[src/rtl/cnn_pkg.sv]
// Shared types and constants for the classifier result path.
package cnn_pkg;

    typedef enum logic [1:0] {
        ST_IDLE  = 2'd0,
        ST_READ  = 2'd1,
        ST_DRAIN = 2'd2,
        ST_DONE  = 2'd3
    } state_t;

    // All segments off on the active-low displays.
    localparam logic [6:0] HEX_BLANK = 7'h7F;

    // Logits are Q16.16 fixed point.
    localparam int Q_FRAC_BITS = 16;

    // Word index width: covers N_NEURONS up to 10 plus the cycle-count word.
    localparam int IDX_W = 4;

    // Tag travelling alongside an outstanding RAM read.
    typedef struct packed {
        logic             valid;
        logic [IDX_W-1:0] idx;
    } rd_tag_t;

endpackage

[src/rtl/seven_seg_decoder.sv]
// Hex digit to active-low 7-segment pattern, bit order {g,f,e,d,c,b,a}.
module seven_seg_decoder
    import cnn_pkg::*;
(
    input  logic [3:0] digit,
    output logic [6:0] segments
);

    // Glyph lookup for digits 0-F.
    always_comb begin
        segments = HEX_BLANK;
        case (digit)
            4'h0: segments = 7'h40;
            4'h1: segments = 7'h79;
            4'h2: segments = 7'h24;
            4'h3: segments = 7'h30;
            4'h4: segments = 7'h19;
            4'h5: segments = 7'h12;
            4'h6: segments = 7'h02;
            4'h7: segments = 7'h78;
            4'h8: segments = 7'h00;
            4'h9: segments = 7'h10;
            4'hA: segments = 7'h08;
            4'hB: segments = 7'h03;
            4'hC: segments = 7'h46;
            4'hD: segments = 7'h21;
            4'hE: segments = 7'h06;
            4'hF: segments = 7'h0E;
            default: segments = HEX_BLANK;
        endcase
    end

endmodule

[src/rtl/logit_result_reader.sv]
// Reads the classifier logits from the result RAM, finds the argmax and
// drives LEDs plus six 7-segment displays.
// Build option: LOGIT_READER_CYCLES_EN also reads the total-cycle word that
// follows the logits and allows it to be shown on hex1..hex5.
//
// state    | meaning
// ---------+--------------------------------------------------
// ST_IDLE  | waiting for start_i after reset
// ST_READ  | presenting one RAM address per cycle
// ST_DRAIN | waiting for the last outstanding read to return
// ST_DONE  | results held, start_i re-arms a new read
module logit_result_reader
    import cnn_pkg::*;
#(
    parameter int DATA_WIDTH       = 32,
    parameter int ADDR_WIDTH       = 16,
    parameter int N_NEURONS        = 10,
    parameter int LOGIT_BASE_ADDR  = 1,
    parameter int RAM_READ_LATENCY = 2
) (
    input  logic                  system_clock,
    input  logic                  global_reset,
    input  logic                  start_i,
    input  logic [DATA_WIDTH-1:0] ram_q_i,
    output logic [ADDR_WIDTH-1:0] ram_rdaddress_o,
    input  logic                  display_sel_i,
    output logic                  busy_o,
    output logic                  done_o,
    output logic [3:0]            class_o,
    output logic [DATA_WIDTH-1:0] max_logit_o,
    output logic [DATA_WIDTH-1:0] total_cycles_o,
    output logic [9:0]            leds_o,
    output logic [6:0]            hex0_o,
    output logic [6:0]            hex1_o,
    output logic [6:0]            hex2_o,
    output logic [6:0]            hex3_o,
    output logic [6:0]            hex4_o,
    output logic [6:0]            hex5_o
);

`ifdef LOGIT_READER_CYCLES_EN
    localparam bit CYCLES_EN = 1'b1;
`else
    localparam bit CYCLES_EN = 1'b0;
`endif
    localparam int N_WORDS = CYCLES_EN ? N_NEURONS + 1 : N_NEURONS;
    localparam logic [ADDR_WIDTH-1:0] BASE = ADDR_WIDTH'(LOGIT_BASE_ADDR);
    localparam logic [IDX_W-1:0] LAST_IDX = IDX_W'(N_WORDS - 1);

    state_t           state;
    logic [IDX_W-1:0] issue_idx;
    logic             accept;
    logic             last_seen;
    rd_tag_t          tag_pipe [RAM_READ_LATENCY];
    rd_tag_t          tag_out;
    logic [6:0]       seg [6];

    assign accept  = start_i && ((state == ST_IDLE) || (state == ST_DONE));
    assign tag_out = tag_pipe[RAM_READ_LATENCY-1];

    // Sequencing FSM: address generation, busy/done and LED outputs.
    always_ff @(posedge system_clock or posedge global_reset) begin
        if (global_reset) begin
            state           <= ST_IDLE;
            issue_idx       <= '0;
            ram_rdaddress_o <= BASE;
            busy_o          <= 1'b0;
            done_o          <= 1'b0;
            leds_o          <= '0;
        end else begin
            case (state)
                ST_IDLE, ST_DONE: begin
                    if (accept) begin
                        state           <= ST_READ;
                        issue_idx       <= '0;
                        ram_rdaddress_o <= BASE;
                        done_o          <= 1'b0;
                        leds_o          <= '0;
                    end
                end
                ST_READ: begin
                    busy_o <= 1'b1;
                    if (issue_idx == LAST_IDX) begin
                        state <= ST_DRAIN;
                    end else begin
                        issue_idx       <= issue_idx + IDX_W'(1);
                        ram_rdaddress_o <= ram_rdaddress_o + ADDR_WIDTH'(1);
                    end
                end
                ST_DRAIN: begin
                    // last_seen is set on the edge that consumed the final word,
                    // so class_o is already final here.
                    if (last_seen) begin
                        state  <= ST_DONE;
                        busy_o <= 1'b0;
                        done_o <= 1'b1;
                        leds_o <= 10'(1) << class_o;
                    end
                end
                default: state <= ST_IDLE;
            endcase
        end
    end

    // Return tracking and argmax over the words coming back from the RAM.
    always_ff @(posedge system_clock or posedge global_reset) begin
        if (global_reset) begin
            for (int i = 0; i < RAM_READ_LATENCY; i++) begin
                tag_pipe[i] <= '0;
            end
            max_logit_o    <= '0;
            class_o        <= '0;
            total_cycles_o <= '0;
            last_seen      <= 1'b0;
        end else begin
            tag_pipe[0].valid <= (state == ST_READ);
            tag_pipe[0].idx   <= issue_idx;
            for (int i = 1; i < RAM_READ_LATENCY; i++) begin
                tag_pipe[i] <= tag_pipe[i-1];
            end
            if (accept) begin
                last_seen <= 1'b0;
            end else if (tag_out.valid) begin
                if (tag_out.idx == '0) begin
                    max_logit_o <= ram_q_i;
                    class_o     <= '0;
                end else if ((tag_out.idx < IDX_W'(N_NEURONS)) &&
                             ($signed(ram_q_i) > $signed(max_logit_o))) begin
                    // Strictly greater: on a tie the lower index wins.
                    max_logit_o <= ram_q_i;
                    class_o     <= tag_out.idx;
                end
`ifdef LOGIT_READER_CYCLES_EN
                if (tag_out.idx == IDX_W'(N_NEURONS)) begin
                    total_cycles_o <= ram_q_i;
                end
`endif
                if (tag_out.idx == LAST_IDX) begin
                    last_seen <= 1'b1;
                end
            end
        end
    end

    seven_seg_decoder u_dec0 (.digit(class_o),              .segments(seg[0]));
    seven_seg_decoder u_dec1 (.digit(total_cycles_o[3:0]),   .segments(seg[1]));
    seven_seg_decoder u_dec2 (.digit(total_cycles_o[7:4]),   .segments(seg[2]));
    seven_seg_decoder u_dec3 (.digit(total_cycles_o[11:8]),  .segments(seg[3]));
    seven_seg_decoder u_dec4 (.digit(total_cycles_o[15:12]), .segments(seg[4]));
    seven_seg_decoder u_dec5 (.digit(total_cycles_o[19:16]), .segments(seg[5]));

    // Display mux: blank unless results are valid; display_sel_i acts live in DONE.
    always_comb begin
        hex0_o = done_o ? seg[0] : HEX_BLANK;
        hex1_o = HEX_BLANK;
        hex2_o = HEX_BLANK;
        hex3_o = HEX_BLANK;
        hex4_o = HEX_BLANK;
        hex5_o = HEX_BLANK;
        if (CYCLES_EN && done_o && display_sel_i) begin
            hex1_o = seg[1];
            hex2_o = seg[2];
            hex3_o = seg[3];
            hex4_o = seg[4];
            hex5_o = seg[5];
        end
    end

endmodule

[config.mk]
export PLATFORM = sky130hd
export DESIGN_NAME = logit_result_reader
export DESIGN_NICKNAME = d
export VERILOG_FILES = /design/src/rtl/cnn_pkg.sv /design/src/rtl/seven_seg_decoder.sv /design/src/rtl/logit_result_reader.sv
export SDC_FILE = /design/constraint.sdc
export NUM_CORES = 1
export LEC_CHECK = 0
export ABC_AREA = 1
export BUFFER_PORTS_ARGS = -buffer_cell sky130_fd_sc_hd__buf_2
export CAP_MARGIN = 30
export CORE_ASPECT_RATIO = 1.4
export CORE_MARGIN = 2
export CORE_UTILIZATION = 56
export CTS_BUF_LIST = sky130_fd_sc_hd__clkbuf_2
export DETAILED_ROUTE_END_ITERATION = 8
export GPL_TIMING_DRIVEN = 0
export PLACE_DENSITY = 0.84
export SETUP_SLACK_MARGIN = 0.02
export SLEW_MARGIN = 10
export SYNTH_ARGS = -nofsm -noshare
export SYNTH_HDL_FRONTEND = slang
export SYNTH_SLANG_ARGS = --single-unit
[constraint.sdc]
create_clock -name system_clock -period 5.2 [get_ports system_clock]
set_input_delay 0.26 -clock system_clock [delete_from_list [all_inputs] [get_ports system_clock]]
set_output_delay 0.26 -clock system_clock [all_outputs]
set_load 0.005 [all_outputs]
Word-level counts from Yosys, hierarchy flattened
Memories as Yosys holds them, arrays and structs flattened.
Index checks and enable logic that the tools add are counted.
Widths: inputs -> output; s select.
- register bits after elaboration: 81
- bits of input ports: 36
- ROM bits: 112
- memories: 1
- logic and storage cells: 73
- output and inout port bits: 138
- memory list (memory ; depth ; width ; read ports ; clocked after memory_dff ; wr ports ; RTL line ; text):
    (name not given) ; 16 ; 7 ; 1 ; 0 ; 0 ; seven_seg_decoder.sv:12 ; case (digit)
- magnitude comparators: 2
- add/sub/neg operators: 2
- shifts and indexed selects: 1
- reduce and logical (&&, ||, !) cells: 18
- equality and inequality tests: 9
- muxes and demuxes: 26
- bitwise gates (word level): 1
- operators with widths (cell ; number):
    $mux 32 ; 2
    $gt 32x32->1 ; 1
    $mux 16 ; 2
    $pmux 16 s2 ; 1
    $mux 10 ; 2
    $pmux 10 s2 ; 1
    $add 16x1->16 const B ; 1
    $mux 4 ; 4
    $reduce_and 3->1 ; 4
    $reduce_bool 2->1 ; 6
    $shl 1x4->10 const A ; 1
    $eq 4x4->1 const B ; 2
    $ne 2x2->1 const B ; 4
    $pmux 4 s2 ; 1
    $mux 7 ; 1
    $mux 1 ; 6
    $mux 2 ; 3
    $pmux 2 s3 ; 1
    $add 4x1->4 const B ; 1
    $eq 2x2->1 const B ; 2
    $logic_not 4->1 ; 1
    $lt 4x4->1 const B ; 1
    $pmux 1 s2 ; 2
    $reduce_and 2->1 ; 2
    other kinds (6) ; 7

Longest topological paths before layout
- word-level depth: 5
- gate-level depth with buffers: 20
- depth with buffers taken out: 19

Hierarchy
Synthesis repeated with hierarchy kept, for this count alone.
- cell total of the unflattened synthesis: 643
- area, all modules: 5093.6 um^2
- by module, submodules not included (module ; seq. area each (um^2) ; instances ; cells each ; area each (um^2)):
    logit_result_reader ; 2028.2 ; 1 ; 594 ; 4819.6
    seven_seg_decoder ; 0.0 ; 1 ; 49 ; 274.0

Least setup slack after synthesis
Ideal clock, no wire load.
- kind: register to register
- start: reg max_logit_o[31]
- end: reg class_o[3]
- arrival time: 1.785 ns
- stages on the path, launching flop included: 15
- path buffers: 1
- setup time: 0.117 ns
- clock period less this slack: 1.902 ns
- setup slack: 3.298 ns
- cells stage by stage: dfrtp_1 inv_1 ha_1 a21oi_1 o21a_1 nand2_1 a21oi_1 nand2_1 nand2_1 nand3_2 nand2_4 nand2_4 buf_6 nand2_1 nand2_1
- word-level cells in the longest chain between the ends: 4
- RTL lines (what ; RTL line ; text):
    start, declared ; logit_result_reader.sv:30 ; output logic [DATA_WIDTH-1:0] max_logit_o,
    start signal, assigned ; logit_result_reader.sv:125 ; max_logit_o <= ram_q_i;
    start signal, assigned ; logit_result_reader.sv:130 ; max_logit_o <= ram_q_i;
    $gt 32x32->1 ; logit_result_reader.sv:128 ; ($signed(ram_q_i) > $signed(max_logit_o))) begin
    $logic_and 1x1->1 ; logit_result_reader.sv:127 ; end else if ((tag_out.idx < IDX_W'(N_NEURONS)) &&
    $reduce_bool 2->1 (no source line) ; - ;
    $reduce_and 3->1 (no source line) ; - ;
    end signal, assigned ; logit_result_reader.sv:131 ; class_o <= tag_out.idx;
    end, declared ; logit_result_reader.sv:29 ; output logic [3:0] class_o,
No other way between the ends.
A chain may end at the register's enable or synchronous reset.

Final worst setup path
- start: reg class_o[1]
- end: out hex0_o[2]
- word-level cells in the longest chain between the ends: 2
- RTL lines (what ; RTL line ; text):
    $mem_v2 16x7 ; - ;
    $mux 7 ; logit_result_reader.sv:154 ; hex0_o = done_o ? seg[0] : HEX_BLANK;
    end, declared ; logit_result_reader.sv:33 ; output logic [6:0] hex0_o,
No other way between the ends.

==> results.cfg <==
[global_routing]
grt_overflow_total = 0
grt_pass1_wl_um = 19980
grt_max_degree = 49
antenna_found_initial = 1
grt_pass1_vias = 4542
grt.total_usage = 0.2534

[finish]
syn2layout_area_growth_pct = 28.60
fillers = 635
drive_above_1_share = 0.2455
regArea_um2 = 2028
multi_input_area_um2 = 2344
nets = 910

[drt]
detail_route.drc_violations = 0
ant_nets = 0
drt_pre_antenna_iters = 7
vias = 4712
avgRoutedWirePerCell_um = 13.33
routed_via_density = 5.007
routed_wl_um = 12540
drt_iter0_drc = 229

[cts]
clockBufferDepth = 2
numCtsBuffers = 9
postCtsSetupRepairBufs = 0
cts_resized = 0
cts-root-buf = clkbuf_2
clk_pin_slew_ns = 0.23
worstSkewPairLatency_ns = 0.55
cts_hold_buf = 33
cts.sinks = 81
htree_levels = 3
tritoncts = yes

[floorplan]
num_rows = 40
coreArea_um2 = 8608
dieWidth_um = 83.80
die-area_um2 = 9696
start_util = 0.5799
io_pins = 174
die_y_um = 115.7

[timing]
fin_crit_ns = 2.310
fmax_ghz = 0.4329
rsz0062_at_grt = no
drv_slew = 0
period_share = 0.4442
finalClockSkew_ns = 0.01668
worst_slew_pin_slew_ns = 0.5130
tns_ns = 0
setup_violations = 0
holdWs_ns = 0.03231
hold_viol_final = 0
slew_headroom = 0.6576

[place]
place_hpwl_um = 8842
numPortBuffers = 105
place.gp.congestion = 0.8724

[worst_setup_path]
critPathArrivalTime_ns = 2.05
crit_chain = inv_1 > ha_1 > o311ai_0 > buf_2
crit_required_ns = 4.94
critPathKind = register to primary output
cp_slowest_cell = dfrtp_1
start_kind = register
end_kind = primary output
path_max_fanout = 8
cpPeakStageDelay_ns = 0.55

[synthesis]
ys_ff_latch = 81
synthTopCellsByCount = nand2_1, dfrtp_1, inv_1, buf_4, nand3_1
synth_top_area_frac = 0.4010
synth_area_leaders = dfrtp_1, nand2_1, ha_1, buf_4, nand3_1
syn_area_per_cell_um2 = 8.118
synth-seq-area-share = 0.4063
synth_ff_type = dfrtp_1
yosysWarnings = 32
yosysMostFrequentCell = nand2_1
syn-cell-area_um2 = 4992
syn_inst = 615
synth_top_cell_by_area = dfrtp_1
async_flop_share = 1.000
synth.distinct_cells = 38
synth_edf_count = 0

[power_and_ir_drop]
peakVddDrop_mv = 0.2698
powerDensity_nw_per_um2 = 455.0
leakagePower_nw = 3.631

[hold_path]
min_path_type = primary input to register

[outcome]
status = complete, no violations

[job]
cap_violations = 0
[flip-flops by register name, summed over array words and instances (netlist names)]
signal / flops
class_o: 4
leds_o: 10
busy_o: 1
tag_pipe: 5
max_logit_o: 32
ram_rdaddress_o: 16
tag_out: 5
issue_idx: 4
last_seen: 1
done_o: 1
state: 2
[final cells by class]
cell class	instances	area share
multi-input cells	443	0.3650
flip-flops and latches	81	0.3159
repair buffers	139	0.1376
plain buffers	82	0.09141
inverters	74	0.04366
well taps	105	0.02046
clock inverters	7	0.01851
clock buffers	9	0.007016
diodes	1	0.0003898
[cells by family after synthesis]
kind of cell	share of synthesized area
buffers and inverters	0.1732
flip-flops	0.4063
adder cells (fa/ha/maj)	0.1103
multiplexers	0.002005
other	0.001504
AND/OR/NAND/NOR	0.2296
AO/OA/AOI/OAI	0.07720
[through the flow]
step | worst slack [ns] | instance area, um2 | cells | util | power (mW)
floorplan | 2.862 | 5236 | 680 | - | 1.970
global placement | 1.896 | 5893 | 890 | 0.6846 | 2.356
detailed placement | 2.991 | 5923 | 891 | 0.6881 | 2.444
CTS | 2.876 | 6417 | 940 | 0.7455 | 2.899
global route | 2.781 | 6420 | 941 | 0.7458 | 3.170
finish | 2.890 | 6420 | 941 | 0.7458 | 2.921
[where the power goes]
group	switching (mW)	internal, mW	leakage, nW
clock network	0.234	0.206	0.0881
logic	0.918	0.567	2.49
registers	0.161	0.834	1.05
total	1.31	1.61	3.63
[metal layers]
layer | up-vias | GRT usage | share of wire
met5 | - | 0 | 0
met4 | 0 | 0.1355 | 0.038
met3 | 44 | 0.03348 | 0.053
met2 | 187 | 0.4779 | 0.54
met1 | 2191 | 0.2754 | 0.37
li1 | 2290 | - | -
[worst paths after layout]
kind / startpoint / end / slack, ns / cells after the start
min in group asynchronous: global_reset / max_logit_o[1] / 0.25 / 3
max in group asynchronous: global_reset / ram_rdaddress_o[0] / 4.29 / 4
min: start_i / last_seen / 0.03 / 4
max reg2reg: max_logit_o[15] / max_logit_o[24] / 2.92 / 14
max: class_o[1] / hex0_o[2] / 2.89 / 4
min reg2reg: tag_pipe[7] / tag_out[2] / 0.38 / 0
[layout by cell type, fill, tap and decap left out, drive strengths merged, types with 2 or more instances in the layout]
master,Yosys,layout
ha,44,44
conb,2,67
nand4,6,6
clkinv,1,3
clkinvlp,0,2
nand2,153,153
nor2,24,24
dfrtp,80,80
a21oi,25,25
clkbuf,7,16
inv,73,73
o211ai,2,2
o21a,4,4
dlygate4sd3,0,33
nor3,7,7
buf,75,181
nor3b,4,4
nand3,68,68
bufinv,0,3
o21ai,27,27
[critical path, delay by kind of cell (launching register included)]
| kind | cells | cell delay (ns) |
|---|---|---|
| adder cells (fa/ha/maj) | 1 | 0.25 |
| flip-flops | 1 | 0.55 |
| AO/OA/AOI/OAI | 1 | 0.39 |
| buffers and inverters | 2 | 0.33 |
Power figures use the tool's default switching activity.
